## config.mk

```make
export PLATFORM = sky130hd
export DESIGN_NAME = keccak_sponge_arbiter
export DESIGN_NICKNAME = d
export VERILOG_FILES = /design/src/rtl/keccak_sponge_arbiter.sv
export SDC_FILE = /design/constraint.sdc
export NUM_CORES = 1
export LEC_CHECK = 0
export CAP_MARGIN = 10
export CORE_AREA = 2 2 175 177
export DETAILED_ROUTE_END_ITERATION = 8
export DIE_AREA = 0 0 177 179
export PLACE_DENSITY_LB_ADDON = 0.3
export SYNTH_ARGS = -nofsm -noshare
export SYNTH_HDL_FRONTEND = slang
export SYNTH_SLANG_ARGS = --single-unit
```

## constraint.sdc

```tcl
create_clock -name clk -period 2.8 [get_ports clk]
set_input_delay 0.42 -clock clk [delete_from_list [all_inputs] [get_ports clk]]
set_output_delay 0.42 -clock clk [all_outputs]
set_load 0.01 [all_outputs]
```

## src/rtl/keccak_sponge_arbiter.sv

```systemverilog
// Round-robin session arbiter sharing one keccak_sponge among N_REQ requesters.
// A grant is locked for a whole hash session until release or watchdog revoke.
module keccak_sponge_arbiter #(
    parameter int         N_REQ    = 3,
    parameter int         IDW      = $clog2(N_REQ),
    parameter int         TIMEOUT  = 4096,
    parameter logic [4:0] DEF_RATE = 5'd21
) (
    input  logic                  clk,
    input  logic                  rst_n,
    input  logic [N_REQ-1:0]      req_i,
    input  logic [N_REQ-1:0]      rel_i,
    input  logic [5*N_REQ-1:0]    rate_i,
    input  logic [N_REQ-1:0]      absorb_valid_i,
    input  logic [64*N_REQ-1:0]   absorb_data_i,
    input  logic [N_REQ-1:0]      absorb_last_i,
    input  logic [N_REQ-1:0]      squeeze_ready_i,
    output logic [N_REQ-1:0]      grant_o,
    output logic [N_REQ-1:0]      absorb_ready_o,
    output logic [N_REQ-1:0]      squeeze_valid_o,
    output logic [63:0]           squeeze_data_o,
    output logic [4:0]            sp_rate_o,
    output logic                  sp_absorb_valid_o,
    output logic [63:0]           sp_absorb_data_o,
    output logic                  sp_absorb_last_o,
    output logic                  sp_squeeze_ready_o,
    input  logic                  sp_absorb_ready_i,
    input  logic                  sp_squeeze_valid_i,
    input  logic [63:0]           sp_squeeze_data_i,
    input  logic                  sp_busy_i,
    output logic [IDW-1:0]        owner_o,
    output logic                  active_o,
    output logic                  timeout_err_o,
    output logic [IDW-1:0]        timeout_id_o,
    input  logic                  err_clr_i
);
    localparam int WDW = $clog2(TIMEOUT) + 1;

    typedef enum logic [1:0] {IDLE, ACTIVE, DRAIN} state_t;

    state_t           state, state_n;
    logic [N_REQ-1:0] grant_n;
    logic [IDW-1:0]   owner_n, rr_ptr, rr_ptr_n, winner;
    logic             win_found;
    logic [4:0]       rate_q, rate_n;
    logic             active_n;
    logic [WDW-1:0]   wd_cnt, wd_cnt_n;
    logic             err_n;
    logic [IDW-1:0]   err_id_n;
    logic             handshake, wd_expire;

    // Only the owner's slice reaches the sponge, and only while ACTIVE; DRAIN and
    // IDLE present an inert interface so no handshake can fire between sessions.
    always_comb begin
        // NOTE: every output of this block gets a default first so no latch is inferred.
        sp_absorb_valid_o  = 1'b0;
        sp_absorb_data_o   = '0;
        sp_absorb_last_o   = 1'b0;
        sp_squeeze_ready_o = 1'b0;
        absorb_ready_o     = '0;
        squeeze_valid_o    = '0;
        if (state == ACTIVE) begin
            sp_absorb_valid_o        = absorb_valid_i[owner_o];
            sp_absorb_data_o         = absorb_data_i[64*owner_o +: 64];
            sp_absorb_last_o         = absorb_last_i[owner_o];
            sp_squeeze_ready_o       = squeeze_ready_i[owner_o];
            absorb_ready_o[owner_o]  = sp_absorb_ready_i;
            squeeze_valid_o[owner_o] = sp_squeeze_valid_i;
        end
    end

    assign sp_rate_o      = (state == IDLE) ? DEF_RATE : rate_q;
    assign squeeze_data_o = sp_squeeze_data_i;

    // Round-robin search starting at rr_ptr with an explicit wrap at N_REQ.
    always_comb begin
        int cand;
        winner    = rr_ptr;
        win_found = 1'b0;
        for (int i = 0; i < N_REQ; i++) begin
            cand = int'(rr_ptr) + i;
            if (cand >= N_REQ) cand = cand - N_REQ;
            if (!win_found && req_i[cand]) begin
                win_found = 1'b1;
                winner    = IDW'(cand);
            end
        end
    end

    assign handshake = (sp_absorb_valid_o & sp_absorb_ready_i) |
                       (sp_squeeze_ready_o & sp_squeeze_valid_i);
    assign wd_expire = (state == ACTIVE) && !handshake && !sp_busy_i &&
                       (wd_cnt == WDW'(TIMEOUT - 1));

    always_comb begin
        state_n  = state;
        grant_n  = grant_o;
        owner_n  = owner_o;
        rr_ptr_n = rr_ptr;
        rate_n   = rate_q;
        active_n = active_o;
        wd_cnt_n = wd_cnt;
        err_n    = timeout_err_o;
        err_id_n = timeout_id_o;
        if (err_clr_i) err_n = 1'b0;
        case (state)
            IDLE: begin
                if (win_found && !sp_busy_i) begin
                    state_n          = ACTIVE;
                    grant_n          = '0;
                    grant_n[winner]  = 1'b1;
                    owner_n          = winner;
                    rate_n           = rate_i[5*winner +: 5];
                    active_n         = 1'b1;
                    wd_cnt_n         = '0;
                end
            end
            ACTIVE: begin
                if (handshake || sp_busy_i) wd_cnt_n = '0;
                else if (wd_cnt != '1)      wd_cnt_n = wd_cnt + 1'b1;
                if (rel_i[owner_o] || wd_expire) begin
                    state_n  = DRAIN;
                    grant_n  = '0;
                    rr_ptr_n = (owner_o == IDW'(N_REQ - 1)) ? '0 : owner_o + 1'b1;
                end
                // A new timeout overrides a simultaneous err_clr_i.
                if (wd_expire) begin
                    err_n    = 1'b1;
                    err_id_n = owner_o;
                end
            end
            DRAIN: begin
                if (!sp_busy_i) begin
                    state_n  = IDLE;
                    active_n = 1'b0;
                end
            end
            default: state_n = IDLE;
        endcase
    end

    always_ff @(posedge clk or negedge rst_n) begin
        if (!rst_n) begin
            state         <= IDLE;
            grant_o       <= '0;
            owner_o       <= '0;
            rr_ptr        <= '0;
            rate_q        <= DEF_RATE;
            active_o      <= 1'b0;
            wd_cnt        <= '0;
            timeout_err_o <= 1'b0;
            timeout_id_o  <= '0;
        end else begin
            // NOTE: non-blocking assignments so every register samples pre-edge values.
            state         <= state_n;
            grant_o       <= grant_n;
            owner_o       <= owner_n;
            rr_ptr        <= rr_ptr_n;
            rate_q        <= rate_n;
            active_o      <= active_n;
            wd_cnt        <= wd_cnt_n;
            timeout_err_o <= err_n;
            timeout_id_o  <= err_id_n;
        end
    end
endmodule

```

==> results.py <==
metrics = {
    "status": {
        "status": "complete, no violations",
    },
    "global_route": {
        "grt_max_degree": 53,
        "grt-ovfl-total": 0,
        "antenna_found_initial": 0,
        "grt_pass1_wl_mm": 30.7,
        "grt_pass1_vias": 4906,
        "track_usage_pct": 13.1,
    },
    "place": {
        "place_congestion": 0.770,
        "port_buffers": 314,
        "dp_cells": 1214,
        "hpwl_mm": 19.0,
    },
    "timing": {
        "fmax_mhz": 367,
        "hold_viol": 0,
        "period_share_pct": 97.2,
        "min_period_ps": 2720,
        "tightest_slew_ps": 933,
        "skew_ps": 2.32,
        "rsz0062_at_grt": "no",
        "finalSetupTns_ps": 0,
        "whs_ps": 489,
        "relSlewSlack_pct": 37.7,
        "setup_viol": 0,
        "slew_viol_final": 0,
    },
    "die": {
        "io_pins": 443,
        "std_cell_rows": 64,
        "core_area_mm2": 0.0300,
        "initial_core_util_pct": 13.5,
        "chipHeight_um": 179,
        "die_area_mm2": 0.0317,
        "die_w_um": 177,
    },
    "setup_path": {
        "path_max_fanout": 13,
        "cp-start-kind": "flip-flop",
        "cp.required_ps": 2380,
        "end_kind": "primary output",
        "worstPathArrival_ps": 2300,
        "critPathKind": "flip-flop to primary output",
    },
    "synth": {
        "ys_top_cells_by_count": "nor2_1 (148), a21oi_1 (75), mux2i_1 (75), buf_4 (65), dfrtp_1 (28)",
        "syn-cell-area_mm2": 0.00405,
        "yosysUniqueCellTypes": 48,
        "synth.net_count": 876,
        "synth-main-ff-cell": "dfrtp_1",
        "avgSynthCellArea_um2": 6.97,
        "ys_warn_count": 0,
        "yosysSeqAreaShare_pct": 19.2,
        "yosys.area.top_type_share_pct": 18.5,
        "yosysTopAreaCell": "mux2i_1",
        "synth_edf_count": 0,
        "synth-seq-cells": 31,
        "synth_most_common_cell": "nor2_1",
        "postSynthCellCount": 581,
        "synth_area_leaders": "mux2i_1 (19%), dfrtp_1 (17%), nor2_1 (14%), buf_4 (12%), a21oi_1 (9.3%)",
        "async_flop_share_pct": 100,
    },
    "power": {
        "combPwrFrac_pct": 76.0,
        "seqPwrFrac_pct": 12.4,
        "powerDensity_mw_per_mm2": 736,
        "leakagePower_nw": 2.87,
        "swShare_pct": 43.6,
        "fin_total_pwr_mw": 5.57,
        "internal_power_mw": 3.14,
        "power.switching_mw": 2.43,
        "vdd.ir_drop.worst_mv": 0.272,
        "clkPwrFrac_pct": 11.6,
    },
    "finish": {
        "drive_above_1_share_pct": 7.60,
        "nets": 1123,
        "syn2layout_area_growth_pct": 86.8,
        "fill_cells": 3274,
        "antenna_cells": 0,
        "layout.cells.non_filler": 1225,
    },
    "clock_tree": {
        "clkSlewWorstSetupHoldPaths_ps": 50,
        "ctsHoldBuffers": 0,
        "cts_buffers": 5,
        "clkLatencyLatePin_ps": 280,
        "cts.path.max_buffers": 2,
        "htree_levels": 2,
        "clock-sinks": 31,
        "clockRootBuffer": "clkbuf_16",
        "cts_tree": "done",
    },
    "drt": {
        "viasPerCell": 4.07,
        "wl_met2_mm": 10.1,
        "wire_per_inst_um": 18.5,
        "finalWirelength_mm": 22.6,
        "dr.max_layer_used": "met4",
        "met3WireLength_mm": 4.01,
        "m1WireLength_mm": 8.22,
        "drtAntennaViolNets": 0,
        "drc": 0,
        "vias": 4988,
        "drt_iter0_drc": 198,
        "dr.pass1.iters": 4,
    },
    "min_path": {
        "min_path_type": "flip-flop to flip-flop",
    },
    "flow_run": {
        "drv_cap": 0,
    },
}
-- path summary, 6_finish.rpt --
kind                                              from                      to  slack [ps]  cells past startpoint
worst max-delay path            owner_o[1]$_DFFE_PN0P_    sp_absorb_data_o[46]          80                      7
max in group asynchronous                        rst_n  owner_o[0]$_DFFE_PN0P_        1850                      2
worst max register to register  owner_o[1]$_DFFE_PN0P_  wd_cnt[11]$_DFFE_PN0P_         280                      8
min in group asynchronous                        rst_n   rate_q[1]$_DFFE_PN0P_         600                      2
worst min-delay path             rate_q[4]$_DFFE_PN1P_   rate_q[4]$_DFFE_PN1P_         490                      2
worst min register to register   rate_q[4]$_DFFE_PN1P_   rate_q[4]$_DFFE_PN1P_         490                      2
-- per-layer routing --
layer / vias to the layer above / GRT usage, %
met5: - / 0
met3: 23 / 10.2
li1: 2446 / -
met2: 253 / 19.7
met4: 0 / 3.20
met1: 2266 / 14.3
-- cell families after synthesis --
logic type	Yosys count	share of synthesized area (%)
AND/OR/NAND/NOR	225	24.5
multiplexers	79	19.6
flip-flops	31	19.2
buffers and inverters	112	16.5
AO/OA/AOI/OAI	131	19.2
adder cells (fa/ha/maj)	3	0.927
-- critical path, stage by stage (launching register included) --
cell	delay (ps)
dfrtp_4	530
buf_12	170
buf_4	150
mux2i_1	130
nor2_1	290
a21oi_1	100
nor2_1	100
clkdlybuf4s50_1	540
-- area by class of cell --
cell class	instances	area [um^2]	share of cell area (%)
Multi-Input combinational cell	438	2610	34.5
Tap cell	396	495	6.55
Clock buffer	6	139	1.84
Timing Repair Buffer	346	3470	45.9
Clock inverter	2	35.0	0.463
Inverter	6	22.5	0.298
Sequential cell	31	787	10.4
-- power by group through the flow --
| stage | Clock, mW | Sequential [mW] | Combinational, mW |
|---|---|---|---|
| 2_1_floorplan | 0 | 0.648 | 2.29 |
| 5_1_grt | 0.689 | 0.715 | 4.62 |
| 6_report | 0.646 | 0.691 | 4.23 |
| 3_3_place_gp | 0 | 0.734 | 4.21 |
| 3_5_place_dp | 0 | 0.734 | 4.20 |
| 4_1_cts | 0.671 | 0.694 | 4.29 |
-- registers in the layout (all words and copies together), names as in the netlist --
signal,count
active_o,1
grant_o,3
owner_o,2
rate_q,5
rr_ptr,2
state,2
timeout_err_o,1
timeout_id_o,2
wd_cnt,13
-- cells in the final DEF (no fill, tap or decap), types with 4 or more instances in the layout --
cell type,n
a21oi_1,75
a41oi_1,5
and2_1,4
and3_1,5
buf_12,7
buf_4,25
clkbuf_16,5
clkdlybuf4s50_1,313
dfrtp_1,26
inv_1,6
mux2i_1,75
nand2_1,18
nand2b_1,7
nand3_1,13
nand4_1,6
nor2_1,148
nor3_1,5
o211ai_1,6
o21ai_0,20
o31ai_1,4
or2_2,4
-- what timing repair did --
action | CTS | global route
resized for setup | 0 | 2
buffers inserted | 3 | 0
endpoints found under the setup margin | 2 | 1
-- stage by stage --
step,worst slack [ps],util (%),area (um^2)
after floorplan,533,-,4050
after global placement,150,24.5,7350
after detailed placement,96.8,24.5,7350
after CTS,68.5,25.2,7560
after global routing,18.1,25.2,7570
final,78.1,25.2,7570
(Power assumes the default switching activity.)
==> variant: new RTL, same settings <==
Change the parameter `TIMEOUT` from 4096 to 2048.
--- a/src/rtl/keccak_sponge_arbiter.sv
+++ b/src/rtl/keccak_sponge_arbiter.sv
@@ -3,7 +3,7 @@
 module keccak_sponge_arbiter #(
     parameter int         N_REQ    = 3,
     parameter int         IDW      = $clog2(N_REQ),
-    parameter int         TIMEOUT  = 4096,
+    parameter int         TIMEOUT  = 2048,
     parameter logic [4:0] DEF_RATE = 5'd21
 ) (
     input  logic                  clk,
Behaviour: no difference found for any inputs over 4 cycles, from zero or initial values and one cycle with rst_n low; that may be too few to reach the edited logic, so the function may still have changed.
==> variant against the original RTL <==
  * Synthesized area increased by 0.90%
  * Sequential cell count down 1
  * Register-to-register slack worse by 0.03 ns
  * Count of clock-buffer cells in the layout is 1 higher
  * Non-clock buffer count down 12
  * Routed wire length fell by 17%
  * Final area decreased by 1.7%
  * Utilization shrank 0.43 points
  * Worst setup slack improved by 0.094 ns
  * Power down 1.3%
  * Largest cell class unchanged
==> variant: results <==
[outcome]
status = completed

[finish]
antenna_cells = 0
drive_above_1_share = 0.0572
nFillCells = 3345
layout.nets = 1116
reg.largest.list = wd_cnt (12), rate_q (5), grant_o (3)
top_register = wd_cnt

[grt]
grt_pass1_vias = 4784
antenna_found_initial = 0
grt_max_degree = 53
grt_usage = 0.112
grt_pass1_wl_um = 27600

[yosys]
seq_area_frac_synth = 0.185
synthDistinctLibCells = 55
synthesis.nets = 881
synth_area_leaders = mux2i_1 18%, dfrtp_1 17%, nor2_1 14%
synthTopCellsByCount = 150 x nor2_1, 74 x mux2i_1, 68 x a21oi_1
synthFlopType = dfrtp_1
yosys_warnings = 0
async_flop_share = 1.00

[drt]
viasPerCell = 3.96
top_layer = met4
post_drt_wl_per_cell_um = 15.4
met2WireLength_um = 9360
dr.pass1.iters = 4
drtIter0Drc = 239
wl_met3_um = 1440
met1Wirelength_um = 7880

[cts]
post_cts_resized = 0
htree_levels = 2
clk_latency_ns = 0.28
cts_setup_buffers = 0
cts-root-buf = clkbuf_16
cts_buffers = 5
clkTransAtPathRegs_ns = 0.05
cts_buffer_depth = 2

[worst_setup_path]
crit_family = buffers and inverters
max_stage_delay_ns = 0.62
reg2reg_slack_ns = 0.25
cp_max_fo = 52
cpMaxStageDelayCell = clkdlybuf4s50_1

[worst_hold_path]
hold_path.class = register to register

[power_and_ir_drop]
p_leak_nw = 2.84
switching_share = 0.458
ir_worst_vdd_v = 0.000274

[timing]
worstMarginPinSlew_ns = 0.486
finClkSkew_ns = 0.00519
hold_ws_ns = 0.485

[placement]
place_congestion = 0.766
hpwl_um = 15600
io_buffers = 314
-- variant: cell count changes after synthesis, sizes merged, moves of 4 or more --
cell,delta
a21boi,+6
a21oi,-7
a41oi,-4
inv,+12
nand2,+11
nand3,-7
o21ai,-13
o221ai,+4
o2bb2ai,+4
-- variant: power by group through the flow --
stage               sequential (mW)  clock, mW  combinational (mW)
finish                        0.683      0.539                4.28
global route                  0.700      0.587                4.72
global placement              0.691          0                4.37
floorplan                     0.624          0                2.45
detailed placement            0.691          0                4.38
CTS                           0.685      0.562                4.39
-- variant: cell families (layout without fill, tap and decap cells) --
kind of cell	Yosys count	count (layout)	share of synthesized area
AND/OR/NAND/NOR	225	225	0.235
multiplexers	77	77	0.190
buffers and inverters	124	360	0.176
AO/OA/AOI/OAI	127	127	0.205
flip-flops	30	30	0.185
adder cells (fa/ha/maj)	3	3	0.00919
-- variant: routing by layer --
layer  GRT usage  vias up
met1       0.139     2164
li1            -     2426
met3      0.0335       10
met2       0.195      224
met4      0.0155        0
met5           0        -
-- variant: area by class of cell --
| type | count | area (um^2) | share of cell area |
|---|---|---|---|
| tap | 396 | 495 | 0.0666 |
| timing repair buffer | 334 | 3350 | 0.450 |
| inverter | 18 | 67.6 | 0.00908 |
| sequential | 30 | 759 | 0.102 |
| multi-input combinational | 432 | 2620 | 0.352 |
| clock buffer | 7 | 143 | 0.0192 |
| clock inverter | 1 | 5.00 | 0.000673 |
-- variant: metrics by stage --
step / utilization / instances / setup WS, ns / total power [mW] / area [um^2]
finish: 0.248 / 1218 / 0.172 / 5.50 / 7440
CTS: 0.248 / 1218 / 0.104 / 5.63 / 7430
floorplan: - / 586 / 0.460 / 3.07 / 4090
global placement: 0.243 / 1210 / 0.177 / 5.06 / 7290
global route: 0.248 / 1218 / 0.00852 / 6.00 / 7440
detailed placement: 0.243 / 1210 / 0.171 / 5.07 / 7290
-- variant: worst paths after layout --
path | cells past startpoint | start | to
max | 5 | owner_o[1]$_DFFE_PN0P_ | sp_absorb_data_o[4]
min | 2 | rate_q[3]$_DFFE_PN0P_ | rate_q[3]$_DFFE_PN0P_
max reg2reg | 9 | rr_ptr[0]$_DFFE_PN0P_ | wd_cnt[8]$_DFFE_PN0P_
min reg2reg | 2 | rate_q[3]$_DFFE_PN0P_ | rate_q[3]$_DFFE_PN0P_
max in group asynchronous | 2 | rst_n | owner_o[1]$_DFFE_PN0P_
min in group asynchronous | 2 | rst_n | rate_q[3]$_DFFE_PN0P_
-- variant: worst reg2reg max path: stages (launching register included) --
cell and delay (ns):
dfrtp_1 0.35, inv_1 0.07, ha_1 0.45, nand2_2 0.15
o31ai_1 0.11, a2111oi_4 0.42, o21ai_2 0.09, buf_4 0.17
or4_1 0.50, a21boi_1 0.15
